`src/rtl/bram_arbiter_pkg.sv`:
```
// Shared types and constants for the two-requester BRAM arbiter.
//   BRAM_W / DATA_W : BRAM address and data widths
//   BRAM_SIZE       : number of BRAM words; requester addresses at or above it are rejected
//   owner_t         : which requester held the grant on the previous cycle
//   pend_t          : read-return / error-return slot captured at grant time
package mem_arb_pkg;

  localparam int BRAM_W    = 10;
  localparam int DATA_W    = 32;
  localparam int BRAM_SIZE = 1 << BRAM_W;

  typedef enum logic [1:0] {
    OWN_NONE = 2'd0,
    OWN_M0   = 2'd1,
    OWN_M1   = 2'd2
  } owner_t;

  typedef struct packed {
    logic valid;  // a read was issued last cycle
    logic who;    // 0 = M0, 1 = M1
    logic err;    // the issued access was out of range
  } pend_t;

endpackage

```
`src/rtl/bram_arbiter_if.sv`:
```
// One requester's connection to the arbiter.
//   master : requester side (drives req/addr/write/wdata, sees gnt/rvalid/rdata/err)
//   slave  : arbiter side
interface bram_req_if #(
  parameter int ADDR_W = 32
);
  import mem_arb_pkg::*;

  logic              req;
  logic [ADDR_W-1:0] addr;
  logic              write;
  logic [DATA_W-1:0] wdata;
  logic              gnt;
  logic              rvalid;
  logic [DATA_W-1:0] rdata;
  logic              err;

  modport master (output req, addr, write, wdata,
                  input  gnt, rvalid, rdata, err);
  modport slave  (input  req, addr, write, wdata,
                  output gnt, rvalid, rdata, err);
endinterface

```
`src/rtl/bram_arbiter_rr_pick.sv`:
```
// Two-way grant picker, purely combinational.
//   req[1:0]  : request from M1 (bit 1) and M0 (bit 0)
//   owner     : requester granted on the previous cycle (OWN_NONE after an idle cycle)
//   burst_cnt : consecutive grants given to owner, saturating at MAX_BURST
//   last      : most recent grantee (0 = M0, 1 = M1)
//   gnt[1:0]  : one-hot grant, or zero when nobody requests
module rr_pick
  import mem_arb_pkg::*;
#(
  parameter int MAX_BURST = 4,
  parameter int CNT_W     = 3
) (
  input  logic [1:0]       req,
  input  owner_t           owner,
  input  logic [CNT_W-1:0] burst_cnt,
  input  logic             last,
  output logic [1:0]       gnt
);

  localparam logic [CNT_W-1:0] MAX_CNT = CNT_W'(MAX_BURST);

  always_comb begin
    // NOTE: every output of a combinational block gets a default before any
    // branch, so no path leaves it unassigned and no latch is inferred.
    gnt = 2'b00;
    unique case (req)
      2'b01: gnt = 2'b01;
      2'b10: gnt = 2'b10;
      2'b11: begin
        unique case (owner)
          OWN_M0:  gnt = (burst_cnt < MAX_CNT) ? 2'b01 : 2'b10;
          OWN_M1:  gnt = (burst_cnt < MAX_CNT) ? 2'b10 : 2'b01;
          // Fresh contention: whoever did not go last wins the tie.
          default: gnt = last ? 2'b01 : 2'b10;
        endcase
      end
      default: gnt = 2'b00;
    endcase
  end

endmodule

```
`src/rtl/bram_arbiter.sv`:
```
// Shares one BRAM port between M0 (CPU) and M1 (loader/DMA). One access is
// issued per cycle with bounded-burst fairness; read data returns one cycle
// after the grant with a valid strobe routed to the issuing requester.
//   clk, rst_n     : clock, async active-low reset
//   m0, m1         : requester buses (req/addr/write/wdata in, gnt/rvalid/rdata/err out)
//   bram_addr      : BRAM word address (zero when nothing is issued)
//   bram_write     : BRAM write enable
//   bram_data_in   : BRAM write data
//   bram_data_out  : BRAM read data, valid one cycle after the address
module bram_arbiter
  import mem_arb_pkg::*;
#(
  parameter int MAX_BURST = 4,
  parameter int ADDR_W    = 32
) (
  input  logic              clk,
  input  logic              rst_n,
  bram_req_if.slave         m0,
  bram_req_if.slave         m1,
  output logic [BRAM_W-1:0] bram_addr,
  output logic              bram_write,
  output logic [DATA_W-1:0] bram_data_in,
  input  logic [DATA_W-1:0] bram_data_out
);

  localparam int               CNT_W   = $clog2(MAX_BURST + 1);
  localparam logic [CNT_W-1:0] MAX_CNT = CNT_W'(MAX_BURST);

  owner_t           owner_q, owner_d;
  logic [CNT_W-1:0] burst_cnt_q, burst_cnt_d;
  logic             last_q, last_d;
  pend_t            pend_q, pend_d;

  logic [1:0]        gnt;
  logic              any_gnt;
  logic [ADDR_W-1:0] sel_addr;
  logic              sel_write;
  logic [DATA_W-1:0] sel_wdata;
  logic              oob;
  owner_t            new_owner;

  rr_pick #(
    .MAX_BURST (MAX_BURST),
    .CNT_W     (CNT_W)
  ) u_pick (
    .req       ({m1.req, m0.req}),
    .owner     (owner_q),
    .burst_cnt (burst_cnt_q),
    .last      (last_q),
    .gnt       (gnt)
  );

  assign any_gnt   = |gnt;
  assign sel_addr  = gnt[1] ? m1.addr  : m0.addr;
  assign sel_write = gnt[1] ? m1.write : m0.write;
  assign sel_wdata = gnt[1] ? m1.wdata : m0.wdata;
  // Any set bit above the BRAM index field means the address is past the end.
  assign oob       = |sel_addr[ADDR_W-1:BRAM_W];
  assign new_owner = gnt[1] ? OWN_M1 : OWN_M0;

  assign m0.gnt = gnt[0];
  assign m1.gnt = gnt[1];

  // BRAM drive: zero unless an in-range access is issued this cycle.
  always_comb begin
    bram_addr    = '0;
    bram_write   = 1'b0;
    bram_data_in = '0;
    if (any_gnt && !oob) begin
      bram_addr    = sel_addr[BRAM_W-1:0];
      bram_write   = sel_write;
      bram_data_in = sel_wdata;
    end
  end

  always_comb begin
    owner_d     = OWN_NONE;
    burst_cnt_d = '0;
    last_d      = last_q;
    if (any_gnt) begin
      owner_d     = new_owner;
      last_d      = gnt[1];
      if (owner_q == new_owner)
        burst_cnt_d = (burst_cnt_q == MAX_CNT) ? burst_cnt_q : burst_cnt_q + 1'b1;
      else
        burst_cnt_d = CNT_W'(1);
    end
    // Out-of-range writes also land here (valid=0, err=1) so the error
    // pulse comes back one cycle after the grant just like a read.
    pend_d.valid = any_gnt && !sel_write;
    pend_d.who   = gnt[1];
    pend_d.err   = any_gnt && oob;
  end

  always_ff @(posedge clk or negedge rst_n) begin
    if (!rst_n) begin
      owner_q     <= OWN_NONE;
      burst_cnt_q <= '0;
      last_q      <= 1'b1;  // M1 went "last" so M0 wins the first tie
      pend_q      <= '0;
    end else begin
      // NOTE: sequential state uses non-blocking assignments so every flop
      // samples pre-edge values regardless of statement order.
      owner_q     <= owner_d;
      burst_cnt_q <= burst_cnt_d;
      last_q      <= last_d;
      pend_q      <= pend_d;
    end
  end

  // Return path: BRAM output already lags the address by one cycle, so it
  // lines up with the pending slot captured at grant time.
  assign m0.rvalid = pend_q.valid && !pend_q.who;
  assign m1.rvalid = pend_q.valid &&  pend_q.who;
  assign m0.err    = pend_q.err   && !pend_q.who;
  assign m1.err    = pend_q.err   &&  pend_q.who;
  assign m0.rdata  = (m0.rvalid && !pend_q.err) ? bram_data_out : '0;
  assign m1.rdata  = (m1.rvalid && !pend_q.err) ? bram_data_out : '0;

endmodule

```
`src/flat_wrapper.sv`:
```
// flat-port wrapper written by rule: the top's interface ports become plain ports
module bram_arbiter_flat import mem_arb_pkg::*;
#(
  parameter int MAX_BURST = 4,
  parameter int ADDR_W    = 32
)
  (clk, rst_n, bram_addr, bram_write, bram_data_in, bram_data_out, m0_req, m0_addr, m0_write, m0_wdata, m0_gnt, m0_rvalid, m0_rdata, m0_err, m1_req, m1_addr, m1_write, m1_wdata, m1_gnt, m1_rvalid, m1_rdata, m1_err);
  bram_req_if #(.ADDR_W(ADDR_W)) m0_i ();
  bram_req_if #(.ADDR_W(ADDR_W)) m1_i ();
  input  logic clk;
  input  logic rst_n;
  output logic [BRAM_W-1:0] bram_addr;
  output logic bram_write;
  output logic [DATA_W-1:0] bram_data_in;
  input  logic [DATA_W-1:0] bram_data_out;
  input wire logic [$bits(m0_i.req)-1:0] m0_req;
  input wire logic [$bits(m0_i.addr)-1:0] m0_addr;
  input wire logic [$bits(m0_i.write)-1:0] m0_write;
  input wire logic [$bits(m0_i.wdata)-1:0] m0_wdata;
  output wire logic [$bits(m0_i.gnt)-1:0] m0_gnt;
  output wire logic [$bits(m0_i.rvalid)-1:0] m0_rvalid;
  output wire logic [$bits(m0_i.rdata)-1:0] m0_rdata;
  output wire logic [$bits(m0_i.err)-1:0] m0_err;
  input wire logic [$bits(m1_i.req)-1:0] m1_req;
  input wire logic [$bits(m1_i.addr)-1:0] m1_addr;
  input wire logic [$bits(m1_i.write)-1:0] m1_write;
  input wire logic [$bits(m1_i.wdata)-1:0] m1_wdata;
  output wire logic [$bits(m1_i.gnt)-1:0] m1_gnt;
  output wire logic [$bits(m1_i.rvalid)-1:0] m1_rvalid;
  output wire logic [$bits(m1_i.rdata)-1:0] m1_rdata;
  output wire logic [$bits(m1_i.err)-1:0] m1_err;
  assign m0_i.req = m0_req;
  assign m0_i.addr = m0_addr;
  assign m0_i.write = m0_write;
  assign m0_i.wdata = m0_wdata;
  assign m0_gnt = m0_i.gnt;
  assign m0_rvalid = m0_i.rvalid;
  assign m0_rdata = m0_i.rdata;
  assign m0_err = m0_i.err;
  assign m1_i.req = m1_req;
  assign m1_i.addr = m1_addr;
  assign m1_i.write = m1_write;
  assign m1_i.wdata = m1_wdata;
  assign m1_gnt = m1_i.gnt;
  assign m1_rvalid = m1_i.rvalid;
  assign m1_rdata = m1_i.rdata;
  assign m1_err = m1_i.err;
  bram_arbiter #(.MAX_BURST(MAX_BURST), .ADDR_W(ADDR_W)) u_core (.clk(clk), .rst_n(rst_n), .m0(m0_i), .m1(m1_i), .bram_addr(bram_addr), .bram_write(bram_write), .bram_data_in(bram_data_in), .bram_data_out(bram_data_out));
endmodule
```
`config.mk`:
```
export PLATFORM = sky130hd
export DESIGN_NAME = bram_arbiter_flat
export DESIGN_NICKNAME = d
export VERILOG_FILES = /design/src/rtl/bram_arbiter_pkg.sv /design/src/rtl/bram_arbiter_if.sv /design/src/rtl/bram_arbiter_rr_pick.sv /design/src/rtl/bram_arbiter.sv /design/src/flat_wrapper.sv
export SDC_FILE = /design/constraint.sdc
export NUM_CORES = 1
export LEC_CHECK = 0
export ABC_AREA = 1
export CAP_MARGIN = 20
export CORE_AREA = 2 2 108 110
export DETAILED_ROUTE_END_ITERATION = 8
export DIE_AREA = 0 0 110 112
export HOLD_SLACK_MARGIN = 0.12
export SLEW_MARGIN = 20
export SYNTH_ARGS = -nofsm -noshare
export SYNTH_HDL_FRONTEND = slang
export SYNTH_SLANG_ARGS = --single-unit
```
`constraint.sdc`:
```
create_clock -name clk -period 3 [get_ports clk]
set_clock_uncertainty 0.05 [all_clocks]
set_input_delay 0.9 -clock clk [delete_from_list [all_inputs] [get_ports clk]]
set_output_delay 0.9 -clock clk [all_outputs]
set_load 0.01 [all_outputs]
```
# --- Yosys cells after proc, flatten, opt, wreduce, memory -nomap -nowiden ---
# Cells that the tools add are included.
totals:
  regBits: 9
  elab_cells: 49
op_classes:
  add_sub_neg: 1
  magnitude_cmp: 1
  eq_ne: 8
  muxes: 18
  n_reduce_logical: 15
ops:
  columns: ["op", "n"]
  rows:
  - ["2-to-1 mux 32 bit", 5]
  - ["OR reduction 22 bit", 1]
  - ["2-to-1 mux 10 bit", 1]
  - ["2-to-1 mux 2 bit", 5]
  - ["logical AND 1 bit", 9]
  - ["2-to-1 mux 3 bit", 3]
  - ["== test 2 bit, second input constant", 3]
  - ["one-hot mux 2 bit (3 select lines)", 1]
  - ["== test 2 x 1 -> 1 bit, second input constant", 2]
  - ["logical NOT 1 bit", 4]
  - ["one-hot mux 2 bit (2 select lines)", 1]
  - ["adder 3 x 1 -> 3 bit, second input constant", 1]
  - ["== test 3 bit, second input constant", 1]
  - ["< comparator 3 bit, second input constant", 1]
  - ["!= test 3 bit, second input constant", 1]
  - ["== test 2 bit", 1]
  - ["2-to-1 mux 1 bit", 2]
  - ["OR reduction 2 bit", 1]

# --- Longest topological paths before layout ---
# Gate-level depths: netlist of run 1.
logic_depth:
  depth_word: 9
  ltp_mapped: 12
  ltp_nobuf: 10

# --- Cells and area by module ---
# A second synthesis of run 1 with hierarchy kept.
unflattened:
  cells_unflattened: 316
  area_unflattened_um2: 1883.1
by_module_without_submodules:
  columns: ["mod", "instances", "cells_per_inst", "area_per_inst_um2", "seq_area_each_um2"]
  rows:
  - ["bram_arbiter", 1, 295, 1765.4, 226.5]
  - ["rr_pick", 1, 21, 117.6, 0.0]

# --- Least setup slack after synthesis of run 1 ---
# OpenSTA, ideal clock, no wires.
synth_timing:
  path_type: "input-to-output"
  start: "in m1_req"
  end: "out bram_addr[1]"
  arrival_ns: 1.950
  required_time_ns: 2.050
  slack_ns: 0.100
  path_stages: 9
  path_buffers: 2
  cell_sequence: "a21boi_2 > nand2_1 > nand2_1 > buf_4 > buf_6 > nand2_1 > nand2_1 > inv_1 > nor2_1"
synth_via:
  elab_chain_cells: 7
  elab_cells_between_ends: 10
  cone_classes: "3 x eq/ne; 3 x mux; 4 x reduce/logical"
synth_lines:
  columns: ["item", "line_no", "source"]
  rows:
  - ["start: declaration", "flat_wrapper.sv:24", "input wire logic [$bits(m1_i.req)-1:0] m1_req;"]
  - ["== test 2 bit / == test 2 x 1 -> 1 bit (equally long branches)", "bram_arbiter_rr_pick.sv:26", "unique case (req)"]
  - ["one-hot mux 2 bit (3 select lines) (*)", "bram_arbiter_rr_pick.sv:26", null]
  - ["via m1_gnt", "flat_wrapper.sv:28", "output wire logic [$bits(m1_i.gnt)-1:0] m1_gnt;"]
  - ["2-to-1 mux 32 bit", "bram_arbiter.sv:54", "assign sel_addr = gnt[1] ? m1.addr : m0.addr;"]
  - ["OR reduction 22 bit", "bram_arbiter.sv:58", "assign oob = |sel_addr[ADDR_W-1:BRAM_W];"]
  - ["logical NOT 1 bit", "bram_arbiter.sv:69", "if (any_gnt && !oob) begin"]
  - ["logical AND 1 bit", "bram_arbiter.sv:69", null]
  - ["2-to-1 mux 10 bit (*)", "bram_arbiter.sv:69", null]
  - ["end: declaration", "flat_wrapper.sv:12", "output logic [BRAM_W-1:0] bram_addr;"]
# The timed path passes the listed nets; every way through them passes the cells marked *.

# --- Final worst setup path of run 1 ---
layout_timing:
  start: "in m1_req"
  end: "out bram_data_in[15]"
layout_via:
  elab_chain_cells: 7
  elab_cells_between_ends: 11
  cone_classes: "3 x eq/ne; 4 x mux; 4 x reduce/logical"
layout_lines:
  columns: ["item", "line_no", "source"]
  rows:
  - ["== test 2 bit / == test 2 x 1 -> 1 bit (equally long branches)", "bram_arbiter_rr_pick.sv:26", null]
  - ["one-hot mux 2 bit (3 select lines) (*)", "bram_arbiter_rr_pick.sv:26", null]
  - ["2-to-1 mux 32 bit", "bram_arbiter.sv:54", null]
  - ["OR reduction 22 bit", "bram_arbiter.sv:58", null]
  - ["logical NOT 1 bit", "bram_arbiter.sv:69", null]
  - ["logical AND 1 bit", "bram_arbiter.sv:69", null]
  - ["2-to-1 mux 32 bit (*)", "bram_arbiter.sv:69", null]
  - ["end: declaration", "flat_wrapper.sv:14", "output logic [DATA_W-1:0] bram_data_in;"]
# Mark *: on every way between the ends. The rest lies on a longest branch, timed or not.

==> results.md, run 1 <==
- Crit-path most repeated cell: buf_6
- Crit-path max cell delay: 0.21 ns
- F_max: 309 MHz
- Buffers on Ports: 278
- H-Tree Depth: 1
- Critical-path cell list: buf_6, a21boi_4, buf_6, a21boi_4, buf_12, nand2_4, nand3_4, buf_6, buf_16, nor2_4, buf_6
- Critical Path Fanout Max: 8
- Synthesized area per cell: 4.55 um^2
- CP bufs+invs: 6
- HPWL after DPL: 9050 um
- Hold Slack: 0.443 ns
- Slew HR: 71.5%
- Final min period: 3.24 ns
- Power density cells: 585 mW/mm^2
- Gpl congestion: 0.905
- Sequential fraction of the synthesis area: 11.2%
- Final instance area: 0.00596 mm^2
- Adder-cell share of the synthesized area: 2.47%
- Syn-to-layout area delta: 194%
- Max clock buf depth: 2
- Count of state elements after synthesis: 9
- Die Span Y: 112 um
- Inst Count DP: 866
- Largest family of logic cells by synthesized area: simple AND/OR/NAND/NOR gates
- Setup crit start kind: input port
- Pin count of the biggest net entering global routing: 33
- Yosys warns: 0
- Drt pass-1 iters: 6
- CTS tree: yes
- First-pass GRT wire length: 18000 um
- Number of global-route vias before repair: 3601
- Detailed Route WL: 12500 um
- Hold WC Path Type: reg2reg
- Core area: 0.0112 mm^2
- Via density: 4.07
- Non-filler instance count after layout: 914
- CTS clock-pin slew for the worst setup and hold paths: 0.04 ns
- Number of diodes: 0
- Grt total ovfl: 0
- Net Count, Synth: 615
- CP Class: in2out
- Slowest-stage cell, CP: buf_6
- MaxCap Viol Count: 0
- Die area: 0.0123 mm^2
- Post-DRT Antenna Nets: 0
- Num rows: 39
- Die width: 110 um
- Routed WL per cell: 13.7 um
- Final Hold Vio Count: 0
- P_leak: 0.00364 uW
- Hold buffers post-CTS: 0
- Gr usage total: 18.8%
- Setup TNS: -8.04 ns
- Synth Cell Area: 0.00202 mm^2
- Initial antenna violation count: 0
- Num ports: 279
- Final WS setup: -0.238 ns
- Initial DRC Count: 174
- Crit path max-delay family: buffers and inverters
- Library cells used by synthesis: 24
- Cell count after synthesis: 445
- Share of layout cells above drive strength 1: 33.9%
- Multiplexer share of the synthesized area: 0%
- Post-synthesis compound-gate area fraction: 2.60%
- Period utilisation layout: 108%
- Final nets: 942
- Status: complete, but fails checks
- Failing checks: negative setup slack
- Worst skew pair latency: 0.24 ns
- Post-synthesis simple-gate area fraction: 60.3%
- RSZ-0062 raised after global routing: yes
- Clock sinks: 9
- Num CTS Buffers: 3
- Slew Viols, Final: 0
- Final Setup Violations: 44
- CTS Root Cell: clkbuf_16
- Total power: 3480 uW
- CP required: 2.05 ns
- CP Capture Type: output pin
- Xor/xnor share of the synthesized area: 0.433%
- VDD IR max: 0.291 mV
- Initial cell density of the core: 18.1%
- Area after DPL: 0.00505 mm^2
- Vias: 3719
- Slew at the pin closest to its max-slew limit: 0.427 ns
- Arrival time worst endpoint: 2.29 ns
- DRC viols: 0
[flip-flops by register name, summed over array words and instances, names as in the netlist]
register	flops
u_core.burst_cnt_q	3
u_core.owner_q	2
u_core.last_q	1
u_core.pend_q	3
[per-stage QoR]
step,utilization (%),setup slack [ns]
after floorplan,-,0.0998
after global placement,45.2,-0.941
after detailed placement,45.2,-0.927
after CTS,49.7,-0.269
after global routing,53.3,-0.309
final,53.3,-0.238
[power breakdown]
part | switching [uW] | internal (uW)
logic | 1460 | 1580
registers | 41.2 | 173
clock network | 60.0 | 176
[kinds of logic after synthesis]
| family | after synthesis |
|---|---|
| and+or+nand+nor | 315 |
| adders and majority gates | 4 |
| DFF | 9 |
| buffers and inverters | 110 |
| xor gates and xnor gates | 1 |
| AOI/OAI and AO/OA | 6 |
[worst paths after layout]
kind | slack [ns] | depth (start not counted) | from | to
min in group asynchronous | 0.92 | 1 | rst_n | u_core.burst_cnt_q[0]$_DFFE_PN0P_
min reg2reg | 0.44 | 2 | u_core.last_q$_DFFE_PN1P_ | u_core.last_q$_DFFE_PN1P_
max | -0.24 | 11 | m1_req | bram_data_in[15]
max in group asynchronous | 1.65 | 1 | rst_n | u_core.last_q$_DFFE_PN1P_
min | 0.44 | 2 | u_core.last_q$_DFFE_PN1P_ | u_core.last_q$_DFFE_PN1P_
max reg2reg | -0.02 | 21 | u_core.owner_q[0]$_DFF_PN0_ | u_core.pend_q[2]$_DFF_PN0_
[Yosys cell counts (all sizes together)]
cell type	instances	share of area [%]
a21boi	3	1.9
a21oi	1	0.25
and2	1	0.31
and3	1	0.31
buf	13	5.1
clkbuf	6	1.1
dfrtp	8	9.9
dfstp	1	1.3
ha	4	2.5
inv	91	17
nand2	161	30
nand3	10	2.7
nand4	3	0.93
nor2	137	25
o21ai	2	0.49
or2	2	0.62
xor2	1	0.43
[worst min-delay path: stages (launching register included)]
cell,delay (ns)
dfstp_2,0.38
nand2_1,0.07
nand2_1,0.04
[final cells by class]
| class | count | area, um^2 |
|---|---|---|
| Clock buffer | 3 | 75.1 |
| Sequential cell | 9 | 226 |
| Timing Repair Buffer | 341 | 3380 |
| Multi-Input combinational cell | 326 | 1750 |
| Inverter | 91 | 342 |
| Tap cell | 143 | 179 |
| Clock inverter | 1 | 5.00 |
| Fill cell | 1093 | 5220 |
[what timing repair did]
item,4_1_cts,5_1_grt
cloned,9,2
setup endpoints to repair,86,67
resized for setup,425,143
setup buffers,29,8
pin swaps,52,46
[layer usage]
metal  up-vias  share of wire (%)  global-route usage, %
li1       1909                  -                      -
met1      1660                 37                   20.5
met2       128                 56                   37.5
met3        22                5.8                   2.93
met4         0                1.3                   2.87
met5         -                  0                      0
[layout by cell type (no fill, tap or decap), types with 2 or more instances in the layout]
cell	instances
nand2_2	34
nand3_4	2
nand4_1	3
nor2_2	14
buf_6	39
buf_12	11
dlygate4sd2_1	43
nor2_4	26
nand3_2	2
buf_4	31
inv_2	21
clkdlybuf4s15_1	7
buf_8	3
a21boi_4	2
nand3_1	6
nand2_4	6
ha_1	3
clkbuf_16	5
nand2_1	121
inv_1	70
dlymetal6s2s_1	23
clkdlybuf4s50_1	123
clkbuf_2	3
nor2_1	97
buf_2	50
dfrtp_1	8
buf_16	6
(Power assumes the default switching activity.)
==> run 2, diff against run 1 <==
==> constraint.sdc (replaced) <==
create_clock -name clk -period 3.1 [get_ports clk]
set_clock_uncertainty 0.05 [all_clocks]
set_input_delay 0.93 -clock clk [delete_from_list [all_inputs] [get_ports clk]]
set_output_delay 0.93 -clock clk [all_outputs]
set_load 0.01 [all_outputs]
==> results.md, run 2 (synthesis results as in run 1) <==
- Most frequent cells in the layout: clkdlybuf4s50_1 (151), nand2_1 (150), nor2_1 (96)
- FF-to-FF Start: u_core.owner_q[0]$_DFF_PN0_
- Die width: 110 um
- Number of global-route vias before repair: 3527
- HPWL after DPL: 9130 um
- Syn-to-layout area delta: 185%
- CTS Root Cell: clkbuf_16
- Gr usage total: 17.9%
- Grt total ovfl: 0
- Most common cell after layout, fill and taps aside: clkdlybuf4s50_1
- CP Capture Type: output pin
- Gpl congestion: 0.905
- Initial cell density of the core: 18.1%
- Via density: 4.02
- Final nets: 921
- Num rows: 39
- Failing checks: negative setup slack
- Critical path startpoint: m1_req
- Routed WL per cell: 13.6 um
- Critical Path Fanout Max: 7
- F_max: 304 MHz
- Final instance area: 0.00577 mm^2
- Final Hold Vio Count: 0
- Pin count of the biggest net entering global routing: 33
- CTS clock-pin slew for the worst setup and hold paths: 0.04 ns
- Die Span Y: 112 um
- Share of layout cells above drive strength 1: 22.1%
- Post-DRT Antenna Nets: 0
- Arrival time worst endpoint: 2.31 ns
- Detailed Route WL: 12200 um
- Vias: 3594
- CP Class: in2out
- Area after DPL: 0.00505 mm^2
- Setup Slack @ Placement: -0.895 ns
- Core area: 0.0112 mm^2
- DRC viols: 0
- CP required: 2.12 ns
- Hold buffers post-CTS: 0
- Power density cells: 527 mW/mm^2
- Num CTS Buffers: 3
- Clock sinks: 9
- Fillers: 1126
- Setup crit start kind: input port
- Final Setup Violations: 43
- Drt pass-1 iters: 4
- VDD IR max: 0.255 mV
- Slew HR: 71.8%
- P_leak: 0.00349 uW
- Period utilisation layout: 106%
- RSZ-0062 raised after global routing: yes
- R2R Path End: u_core.burst_cnt_q[0]$_DFFE_PN0P_
- R2R depth: 12
- First-pass GRT wire length: 17400 um
- Initial DRC Count: 199
- Slew at the pin closest to its max-slew limit: 0.422 ns
- Final WS setup: -0.195 ns
- Worst skew pair latency: 0.24 ns
- Largest regs: u_core.burst_cnt_q: 3 flops, u_core.pend_q: 3 flops, u_core.owner_q: 2 flops
- CTS tree: yes
- Number of diodes: 0
- Status: complete, but fails checks
- Num ports: 279
- Initial antenna violation count: 0
- Max clock buf depth: 2
- Slew Viols, Final: 0
- R2R Setup Slk: 1.22 ns
- Die area: 0.0123 mm^2
- MaxCap Viol Count: 0
- Final min period: 3.29 ns
- H-Tree Depth: 1
- Hold WC Path Type: reg2reg
- Fin util: 51.6%
- Buffers on Ports: 278
- Worst setup path end: bram_data_in[20]
run 2: changes by cell type in the layout (fill, tap and decap cells not counted), sizes merged:
cell / delta
clkbuf: +7
clkdlybuf4s15: +17
dlymetal6s2s: +7
clkdlybuf4s50: +28
buf: -56
dlygate4sd2: -24
run 2: timing repair:
action	in CTS	in global routing
gates resized for setup	282	153
endpoints found under the hold margin	0	0
setup buffers	14	6
cloned	7	3
endpoints found under the setup margin	51	74
pin swaps	47	38
run 2: layer usage:
layer,GRT usage (%),up-vias,share of wire (%)
met5,0,-,0
met4,3.71,0,1.6
met3,2.93,18,5.9
met2,35.4,118,55
met1,19.3,1590,37
li1,-,1868,-
run 2: worst min-delay path by stage:
stage	startpoint	slack [ns]	to	depth (start not counted)
6_report	u_core.last_q$_DFFE_PN1P_	0.44	u_core.last_q$_DFFE_PN1P_	2
4_1_cts	u_core.last_q$_DFFE_PN1P_	0.44	u_core.last_q$_DFFE_PN1P_	2
5_1_grt	u_core.last_q$_DFFE_PN1P_	0.46	u_core.last_q$_DFFE_PN1P_	2
3_5_place_dp	u_core.last_q$_DFFE_PN1P_	0.43	u_core.last_q$_DFFE_PN1P_	2
2_1_floorplan	u_core.last_q$_DFFE_PN1P_	0.40	u_core.last_q$_DFFE_PN1P_	2
3_3_place_gp	u_core.last_q$_DFFE_PN1P_	0.44	u_core.last_q$_DFFE_PN1P_	2
run 2: report_power, final:
group,switching [uW],internal (uW),total [uW]
clock network,64.0,171,235
registers,37.1,168,205
logic,1300,1300,2600
run 2: critical path: stages:
cell	delay [ns]
buf_6	0.09
a21boi_2	0.15
buf_4	0.14
a21boi_4	0.17
buf_12	0.17
nand2_8	0.05
nand3_4	0.13
buf_12	0.15
clkbuf_16	0.17
nor2_4	0.05
buf_6	0.11
run 2: through the flow:
step / std cells / total power (uW) / hold slack, ns / TNS (ns)
6_report: 893 / 3040 / 0.437 / -6.36
5_1_grt: 893 / 3270 / 0.461 / -8.56
4_1_cts: 889 / 2720 / 0.438 / -7.84
3_5_place_dp: 865 / 2160 / 0.428 / -38.26
3_3_place_gp: 865 / 2150 / 0.441 / -38.09
2_1_floorplan: 445 / 1150 / 0.402 / 0
run 2: final cells by class:
| type | count | area (um^2) | area share (%) |
|---|---|---|---|
| Clock buffer | 3 | 75.1 | 1.30 |
| Clock inverter | 1 | 5.00 | 0.0868 |
| Inverter | 91 | 342 | 5.92 |
| Multi-Input combinational cell | 326 | 1670 | 29.0 |
| Sequential cell | 9 | 226 | 3.93 |
| Tap cell | 143 | 179 | 3.10 |
| Timing Repair Buffer | 320 | 3270 | 56.6 |
